--- src/rtl/z_op_packer.sv ---
// Serial-to-parallel packer for the z_ing.op field: LSB-first bits, word closes on OP_W bits or in_last.
// One-cycle latency from closing bit to out_valid; in_ready follows out_ready while a word is held.
module z_op_packer #(
  parameter int   OP_W    = 8,
  parameter logic PAD_VAL = 1'b0,
  parameter int   LEN_W   = $clog2(OP_W + 1)
) (
  input  logic             clock,
  input  logic             rst,
  input  logic             in_valid,
  output logic             in_ready,
  input  logic             in_bit,
  input  logic             in_last,
  output logic             out_valid,
  input  logic             out_ready,
  output logic [OP_W-1:0]  out_op,
  output logic [LEN_W-1:0] out_len,
  output logic             out_short
);

  typedef enum logic {COLLECT, HOLD} state_t;

  state_t           state_q;
  logic [LEN_W-1:0] cnt_q;
  logic [LEN_W-1:0] cnt_inc;
  logic [OP_W-1:0]  work_q;
  logic [OP_W-1:0]  word_d;
  logic             out_valid_q;
  logic [OP_W-1:0]  out_op_q;
  logic [LEN_W-1:0] out_len_q;
  logic             out_short_q;
  logic             in_xfer;
  logic             close;

  assign in_ready = !rst && ((state_q == COLLECT) || out_ready);
  assign in_xfer  = in_valid && in_ready;
  assign cnt_inc  = cnt_q + LEN_W'(1);
  assign close    = in_last || (cnt_inc == LEN_W'(OP_W));

  // Working word with the incoming bit merged in and everything above it padded;
  // cnt_q is 0 while holding, so this also forms bit 0 of an overlapping next word.
  always_comb begin
    word_d = {OP_W{PAD_VAL}};
    for (int i = 0; i < OP_W; i++) begin
      if (LEN_W'(i) < cnt_q) begin
        word_d[i] = work_q[i];
      end else if (LEN_W'(i) == cnt_q) begin
        word_d[i] = in_bit;
      end
    end
  end

  always_ff @(posedge clock) begin
    if (rst) begin
      state_q     <= COLLECT;
      cnt_q       <= '0;
      work_q      <= '0;
      out_valid_q <= 1'b0;
      out_op_q    <= {OP_W{PAD_VAL}};
      out_len_q   <= '0;
      out_short_q <= 1'b0;
    end else begin
      if ((state_q == HOLD) && out_ready) begin
        out_valid_q <= 1'b0;
        state_q     <= COLLECT;
      end
      // A closing bit accepted in the same cycle as the output transfer re-arms HOLD.
      if (in_xfer) begin
        work_q <= word_d;
        if (close) begin
          out_op_q    <= word_d;
          out_len_q   <= cnt_inc;
          out_short_q <= (cnt_inc != LEN_W'(OP_W));
          out_valid_q <= 1'b1;
          state_q     <= HOLD;
          cnt_q       <= '0;
        end else begin
          cnt_q <= cnt_inc;
        end
      end
    end
  end

  assign out_valid = out_valid_q;
  assign out_op    = out_op_q;
  assign out_len   = out_len_q;
  assign out_short = out_short_q;

endmodule

--- config.mk ---
export PLATFORM = sky130hd
export DESIGN_NAME = z_op_packer
export DESIGN_NICKNAME = d
export VERILOG_FILES = /design/src/rtl/z_op_packer.sv
export SDC_FILE = /design/constraint.sdc
export NUM_CORES = 1
export LEC_CHECK = 0
export BUFFER_PORTS_ARGS = -buffer_cell sky130_fd_sc_hd__buf_2
export CAP_MARGIN = 10
export CORE_MARGIN = 10
export CORE_UTILIZATION = 53
export DETAILED_ROUTE_END_ITERATION = 10
export PLACE_DENSITY = 0.82
export SLEW_MARGIN = 10
export SYNTH_ARGS = -nofsm -noshare
export SYNTH_HDL_FRONTEND = slang
export SYNTH_SLANG_ARGS = --single-unit
--- constraint.sdc ---
create_clock -name clock -period 2.61 [get_ports clock]
set_input_delay 0.1305 -clock clock [delete_from_list [all_inputs] [get_ports clock]]
set_output_delay 0.1305 -clock clock [all_outputs]
set_load 0.01 [all_outputs]
# Yosys cells after proc, flatten, opt, wreduce, memory -nomap -nowiden

Index checks and enable logic that the tools add are counted.

Input bits: 6
Output and inout bits: 15
Flip-flop bits (word level): 27

Eq/ne operators: 9
Order comparisons: 8
$add $sub $neg: 1
Reduce and logical (&&, ||, !) cells: 8
Bitwise gates (word level): 1
Muxes and demuxes: 23

Operators with widths:

| operator              | count |
|---|---|
| $mux W1               | 22 |
| $eq A3 B4 Y1 const A  | 4 |
| $lt A3 B4 Y1 const A  | 4 |
| $eq A2 B4 Y1 const A  | 2 |
| $lt A1 B4 Y1 const A  | 2 |
| $lt A2 B4 Y1 const A  | 2 |
| $add A4 B1 Y4 const B | 1 |
| $eq A1 B4 Y1 const A  | 1 |
| $eq A4 B4 Y1 const B  | 1 |
| $logic_not A4 Y1      | 1 |
| $mux W4               | 1 |
| $ne A4 B4 Y1 const B  | 1 |
| $logic_and A1 B1 Y1   | 3 |
| $logic_or A1 B1 Y1    | 2 |
| $reduce_and A2 Y1     | 1 |
| $logic_not A1 Y1      | 1 |
| $not A1 Y1            | 1 |

# Logic depth before layout (Yosys ltp)

Gate-level depths: netlist of the first run.

Depth after elaboration: 5
Gate-level depth with buffers: 8
Mapped depth without buffers: 7

# Least setup slack after synthesis of the first run

Ideal clock, no wire load.

Kind: reg2reg
From: reg cnt_q[1]
To: reg out_op_q[0], in the netlist out_op[0]
Slack: 0.719 ns
Cell stages (with the launch flop): 8
Period minus slack after synthesis: 1.891 ns
Arrival: 1.775 ns
Path through: dfxtp_1 > ha_1 > clkbuf_1 > nand2_1 > nor3_2 > a311o_2 > nand2_2 > a31o_2

Word-level cells in the longest chain between the ends: 4

Ends and longest elaborated chain:

| what                               | RTL line | RTL |
|---|---|---|
| from (decl)                        | 24       | `logic [LEN_W-1:0] cnt_q;` |
| from (signal assigned)             | 78       | `cnt_q <= cnt_inc;` |
| $add A4 B1 Y4                      | 37       | `assign cnt_inc = cnt_q + LEN_W'(1);` |
| $eq A4 B4 Y1                       | 38       | `assign close = in_last \|\| (cnt_inc == LEN_W'(OP_W));` |
| $logic_or A1 B1 Y1                 | 38       |  |
| $reduce_and A2 Y1 (no source line) | -        |  |
| to (signal assigned)               | 59       | `out_op_q <= {OP_W{PAD_VAL}};` |
| to (signal assigned)               | 71       | `out_op_q <= word_d;` |
| to (decl)                          | 29       | `logic [OP_W-1:0] out_op_q;` |

Several ways; a longest one is shown, not always the timed one.
A chain may end at the register's enable or synchronous reset.

# Worst setup path after layout of the first run

From: reg cnt_q[1]
To: reg out_op_q[7], in the netlist out_op[7]

The elaborated chain is that of the path after synthesis.

==> qor.csv, run 1 <==
stage;metric;value;unit
status;outcome;complete, no violations;
timing;hold_viol;0;
clock_tree;postCtsResizedCells;0;
power;leakage;0.567;nW
worst_setup_path;slowest_stage;a311oi_4;
yosys;synth_nets;161;
worst_setup_path;critPathTopFamily;compound AO/OA/AOI/OAI gates;
detailed_routing;route.vias.total;1148;
timing;max_slew_margin;55.7;%
yosys;syn_area;1280;um2
yosys;ys_seq_area_share;42.3;%
floorplanning;rows;17;
yosys;synth_warnings;0;
clock_tree;cts_sinks;27;
clock_tree;path_clk_slew;0.15;ns
yosys;ys_ff_latch;27;
detailed_routing;highest_layer;met4;
power;pwr-share-comb;9.5;%
worst_setup_path;crit_type;reg -> reg;
detailed_routing;wl_met1;1280;um
worst_setup_path;setup.worst_path.end_class;flop;
worst_setup_path;cp.arrival;2.53;ns
timing;rsz0062_at_grt;false;
finish;fillers;221;
timing;fin_crit_sh;87.2;%
yosys;syn_inst;151;
timing;setup_viol;0;
worst_setup_path;crit_start;cnt_q[1];
clock_tree;cts_setup_buffers;0;
finish;design_area;1410;um2
detailed_routing;ant_nets;0;
yosys;synth_edf_count;0;
detailed_routing;wl_met2;1560;um
worst_setup_path;path_cells;ha_1 > nor2_1 > a21o_1 > a311oi_4 > nor3_1 > a31o_1;
power;p_sw_share;25.9;%
clock_tree;clockBufferDepth;2;
floorplanning;die_w;69.1;um
yosys;synth_mux_area_share;0.784;%
timing;fmax;439;MHz
placed_design;io_buffer_count;20;
global_routing;grt_pass1_vias;1079;
timing;setup_tns;0;ns
floorplanning;die_h;69.1;um
yosys;synth-main-ff-cell;dfxtp_1;
timing;fin_skew;0.00789;ns
power;ir_drop;361;uV
worst_setup_path;startpoint_type;flop;
clock_tree;cts_tree;built;
min_path;min-delay-start;out_ready;
timing;tightestPinTransition;0.664;ns
min_path;min_path_type;in -> reg;
timing;finalWorstSetupSlack;0.333;ns
yosys;ys_types;36;
timing;period_minus_slack;2.28;ns
floorplanning;core-area;2250;um2
worst_setup_path;cp_slowest_stage_delay;0.65;ns
detailed_routing;viasPerCell;5.89;
yosys;yosys.area_share.simple;19.5;%
detailed_routing;drc;0;
worst_setup_path;cp_max_fo;14;
floorplanning;ios;21;
detailed_routing;routed_wl;3100;um
clock_tree;cts_root_buf;clkbuf_4;
placed_design;place_area;1390;um2
detailed_routing;drt-initial-drc-count;75;
placed_design;dp_hpwl;2270;um
floorplanning;start_util;56.7;%
power;power.density;477;nW/um2
global_routing;grt_max_degree;24;
power;pwr-share-seq;63.3;%
detailed_routing;wl_per_cell;15.9;um
clock_tree;cts_buffers;3;
clock_tree;hold_buffers;0;
global_routing;antenna_found_initial;0;
global_routing;globalRouteTotalUtil;12.6;%
finish;area.growth.synth_to_final;10.6;%
job;cap_violations;0;
yosys;synth-compound-area-share;27.3;%
timing;slew_viol_final;0;
power;intPower;0.500;mW
worst_setup_path;rr_startpoint;cnt_q[1];
yosys;synth-xor-area-share;1.37;%
detailed_routing;wl_met3;186;um
floorplanning;die-area;4770;um2
power;power;0.674;mW
worst_setup_path;cp.buffers_inverters;0;
placed_design;pre_cts_ws;0.360;ns
detailed_routing;first_pass_iters;4;
yosys;async_reset_ff_share;0;%
yosys;synth_top_family_by_area;compound AO/OA/AOI/OAI gates;
placed_design;gp_congestion;0.865;
finish;antenna_cells;0;
yosys;syn_avg_cell_area;8.46;um2
clock_tree;insertion_delay;0.33;ns
clock_tree;htree_num_levels;1;
global_routing;grt_pass1_wl;5190;um
yosys;synthAdderAreaFrac;3.92;%
worst_setup_path;required;2.86;ns
power;switching_power;0.174;mW
power;p_clk_share;27.2;%
finish;fin_nets;178;
global_routing;gr-total-overflow;0;
finish;drive_gt1_share;21.6;%
## worst paths after layout
path / cells after the start / slack (ns) / to
setup / recovery: 6 / 0.33 / out_op[7]
hold / removal: 4 / 0.07 / out_valid
setup reg to reg: 6 / 0.33 / out_op[7]
hold reg to reg: 2 / 0.47 / work_q[2]
## kinds of logic after synthesis
group           Yosys count
mux                       1
compound gates           51
simple gates             52
xor+xnor                  2
buf+inv                  14
flops                    27
fa+ha+maj                 4
## layout by cell type, fill, tap and decap left out, types with 2 or more instances in the layout
| cell | Yosys | layout |
|---|---|---|
| a21o_1 | 3 | 3 |
| a21oi_1 | 13 | 13 |
| a31o_1 | 3 | 3 |
| a31o_2 | 4 | 4 |
| buf_2 | 1 | 20 |
| buf_4 | 0 | 3 |
| clkbuf_4 | 0 | 3 |
| dfxtp_1 | 27 | 27 |
| ha_1 | 4 | 4 |
| inv_1 | 2 | 2 |
| nand2_1 | 16 | 16 |
| nand2b_1 | 2 | 2 |
| nand3_1 | 14 | 14 |
| nor2_1 | 6 | 6 |
| nor3_1 | 8 | 8 |
| o21ai_0 | 11 | 11 |
| o21ai_1 | 5 | 5 |
| o31ai_1 | 2 | 2 |
| o41ai_1 | 2 | 2 |
| xnor2_1 | 2 | 2 |
## synth_stat cells, drive strengths merged (2+ instances only)
library cell   n  area, um2
dfxtp         27        541
nand2         17       66.3
o21ai         16       80.1
nand3         14       70.1
a21oi         13       65.1
clkbuf         9       33.8
nor3           9       50.1
a31o           7       61.3
nor2           6       22.5
ha             4       50.1
a21o           3       22.5
inv            3       11.3
a311oi         2       35.0
buf            2       16.3
nand2b         2       12.5
o31ai          2       15.0
o41ai          2       17.5
xnor2          2       17.5
## power groups by stage
stage                     logic [mW]  registers (mW)  clock network, mW
after global routing          0.0705           0.428              0.202
after CTS                     0.0636           0.426              0.187
after global placement        0.0615           0.435                  0
final                         0.0639           0.426              0.183
after floorplan               0.0399           0.437                  0
after detailed placement      0.0632           0.435                  0
## routing by layer
layer	vias to the layer above	global-route usage, %
li1	581	-
met1	524	14.4
met2	35	21.8
met3	8	3.00
met4	0	4.66
met5	-	0
## sequential cells by signal, summed over array words and instances (netlist names)
| name | count |
|---|---|
| out_op | 8 |
| out_short | 1 |
| out_len | 4 |
| out_valid | 1 |
| cnt_q | 4 |
| state_q | 1 |
| work_q | 8 |
## worst reg2reg max path, delay by kind of cell (launching register included)
family          cells  cell delay [ns]
compound gates      3             1.08
fa+ha+maj           1             0.37
flops               1             0.54
simple gates        2             0.22
## stage by stage
step | hold slack [ns] | instances | util [%]
CTS | 0.0595 | 195 | 62.7
global placement | 0.417 | 191 | 61.4
finish | 0.0655 | 195 | 62.7
floorplan | 0.203 | 151 | -
global route | 0.0706 | 195 | 62.7
detailed placement | 0.433 | 191 | 61.4
## final cells by class
class	instances	area (um2)	share of cell area (%)
flip-flops and latches	27	541	38.3
multi-input cells	110	676	47.8
repair buffers	23	123	8.68
well taps	28	35.0	2.48
clock inverters	1	5.00	0.354
inverters	3	11.3	0.797
clock buffers	3	22.5	1.59
No activity file was read; power rests on OpenSTA's default activity.
==> inputs of run 2 (changes only) <==
Settings changed: CORE_UTILIZATION 53 to 30, PLACE_DENSITY 0.82 to 0.54.
==> run 2 against run 1 <==
Fmax fell by 0.26%. Clock skew down 0.0038 ns. Highest routed layer is now met3. Core utilization fell by 27 points. Critical path depth stayed put.
==> qor.csv, run 2 (synthesis gave the netlist of run 1 again) <==
stage;metric;value;unit;change
status;outcome;complete, no violations;;
worst_setup_path;cp_max_fo;14;;unchanged
finish;fin_nets;178;;unchanged
floorplanning;rows;23;;+6
placed_design;gp_congestion;0.811;;-6.3%
placed_design;dp_hpwl;2250;um;-0.98%
clock_tree;cts_setup_buffers;0;;unchanged
clock_tree;cts_root_buf;clkbuf_8;;
timing;finalWorstSetupSlack;0.327;ns;-0.00585 ns
min_path;min_path_type;in -> reg;;
timing;rsz0062_at_grt;false;;
global_routing;grt_pass1_wl;5310;um;+2.4%
global_routing;gr-total-overflow;0;;unchanged
floorplanning;ios;21;;unchanged
timing;hold_viol;0;;unchanged
floorplanning;start_util;31.5;%;-25 points
global_routing;grt_max_degree;24;;unchanged
power;leakage;0.572;nW;+0.89%
detailed_routing;viasPerCell;5.18;;-12%
worst_setup_path;r2r-end;out_len[2];;
timing;setup_tns;0;ns;unchanged
worst_setup_path;cp_slowest_stage_delay;0.69;ns;+0.04 ns
timing;tightestPinTransition;0.722;ns;+0.0572 ns
floorplanning;die-area;7270;um2;+52%
timing;period_minus_slack;2.28;ns;+0.00585 ns
finish;stdcell_count;217;;+11%
min_path;worstHoldPathCells;4;;unchanged
worst_setup_path;crit_start;cnt_q[1];;
finish;drive_gt1_share;21.0;%;-0.60 points
timing;setup_viol;0;;unchanged
placed_design;pre_cts_ws;0.349;ns;-0.0106 ns
floorplanning;core-area;4060;um2;+80%
clock_tree;clockBufferDepth;2;;unchanged
finish;area.growth.synth_to_final;14.1;%;
min_path;holdPathEnd;out_valid;;
detailed_routing;ant_nets;0;;unchanged
job;cap_violations;0;;unchanged
worst_setup_path;r2r_slack;0.33;ns;about the same
finish;antenna_cells;0;;unchanged
clock_tree;hold_buffers;0;;unchanged
clock_tree;path_clk_slew;0.09;ns;-0.06 ns
timing;fin_skew;0.00407;ns;-0.00382 ns
finish;final_core_util;35.9;%;-27 points
worst_setup_path;cp.arrival;2.46;ns;-0.07 ns
worst_setup_path;reg2reg_depth;6;;unchanged
worst_setup_path;cp.buffers_inverters;0;;unchanged
timing;fin_crit_sh;87.5;%;+0.22 points
detailed_routing;wl_per_cell;14.4;um;-9.4%
clock_tree;cts_tree;built;;
global_routing;antenna_found_initial;0;;unchanged
global_routing;grt_pass1_vias;1061;;-1.7%
detailed_routing;route.vias.total;1123;;-2.2%
finish;layout_common_cells;dfxtp_1, buf_2, nand2_1;;
detailed_routing;first_pass_iters;4;;unchanged
detailed_routing;drt-initial-drc-count;95;;+27%
placed_design;io_buffer_count;20;;unchanged
timing;max_slew_margin;51.9;%;-3.8 points
finish;layout_commonest_cell;dfxtp_1;;
placed_design;place_inst;213;;+12%
floorplanning;die_h;85.3;um;+23%
worst_setup_path;critPathTopFamily;compound AO/OA/AOI/OAI gates;;
detailed_routing;routed_wl;3120;um;+0.87%
worst_setup_path;slowest_stage;a311oi_4;;
clock_tree;insertion_delay;0.27;ns;-0.06 ns
floorplanning;die_w;85.3;um;+23%
worst_setup_path;path_cells;ha_1 > nor2_1 > a21o_1 > a311oi_4 > nor3_1 > a31o_2;;
clock_tree;cts_sinks;27;;unchanged
worst_setup_path;setup.worst_path.end_class;flop;;
min_path;min-delay-start;out_ready;;
clock_tree;postCtsResizedCells;0;;unchanged
timing;slew_viol_final;0;;unchanged
power;power.density;499;nW/um2;+4.5%
worst_setup_path;rr_startpoint;cnt_q[1];;
worst_setup_path;startpoint_type;flop;;
clock_tree;cts_buffers;3;;unchanged
worst_setup_path;crit_type;reg -> reg;;
timing;fmax;438;MHz;-0.26%
global_routing;globalRouteTotalUtil;8.59;%;-4.0 points
power;ir_drop;224;uV;-38%
worst_setup_path;required;2.78;ns;-0.08 ns
detailed_routing;drc;0;;unchanged
clock_tree;htree_num_levels;1;;unchanged
run 2: through the flow:
| stage | power, mW | instance area (um2) | hold slack [ns] |
|---|---|---|---|
| CTS | 0.737 | 1460 | 0.129 |
| global route | 0.761 | 1460 | 0.147 |
| floorplan | 0.476 | 1280 | 0.203 |
| finish | 0.727 | 1460 | 0.134 |
| detailed placement | 0.500 | 1410 | 0.427 |
| global placement | 0.499 | 1410 | 0.418 |
run 2: worst register-to-register path: stages, from the launching register on:
cell and delay (ns):
dfxtp_1 0.51, ha_1 0.35, nor2_1 0.06, a21o_1 0.21, a311oi_4 0.69, nor3_1 0.13
a31o_2 0.24
run 2: layer usage:
metal  GRT usage (%)  up-vias  routed length [um]
met3            3.63        0                 202
met4            1.35        0                   0
met5               0        -                   0
met2            12.3       20                1340
met1            11.8      527                1580
li1                -      576                   -
run 2: cell type report:
class                      count  area [um2]
inverter                       3        11.3
multi-input combinational    110         676
clock buffer                   4        45.0
tap                           50        62.6
sequential                    27         541
fill                         426        2600
timing repair buffer          23         123
run 2: how the worst max path moves through the flow:
stage,endpoint,slack (ns),depth (start not counted)
2_1_floorplan,out_op[0],0.72,7
5_1_grt,out_len[2],0.19,6
3_5_place_dp,out_len[2],0.35,6
6_report,out_len[2],0.33,6
4_1_cts,out_len[2],0.31,6
3_3_place_gp,out_op[0],0.46,6
run 2: power by group:
group	leakage (nW)	internal, mW	switching, mW
sequential	0.219	0.420	0.00586
combinational	0.331	0.0212	0.0430
clock	0.0228	0.110	0.127
total	0.572	0.551	0.176
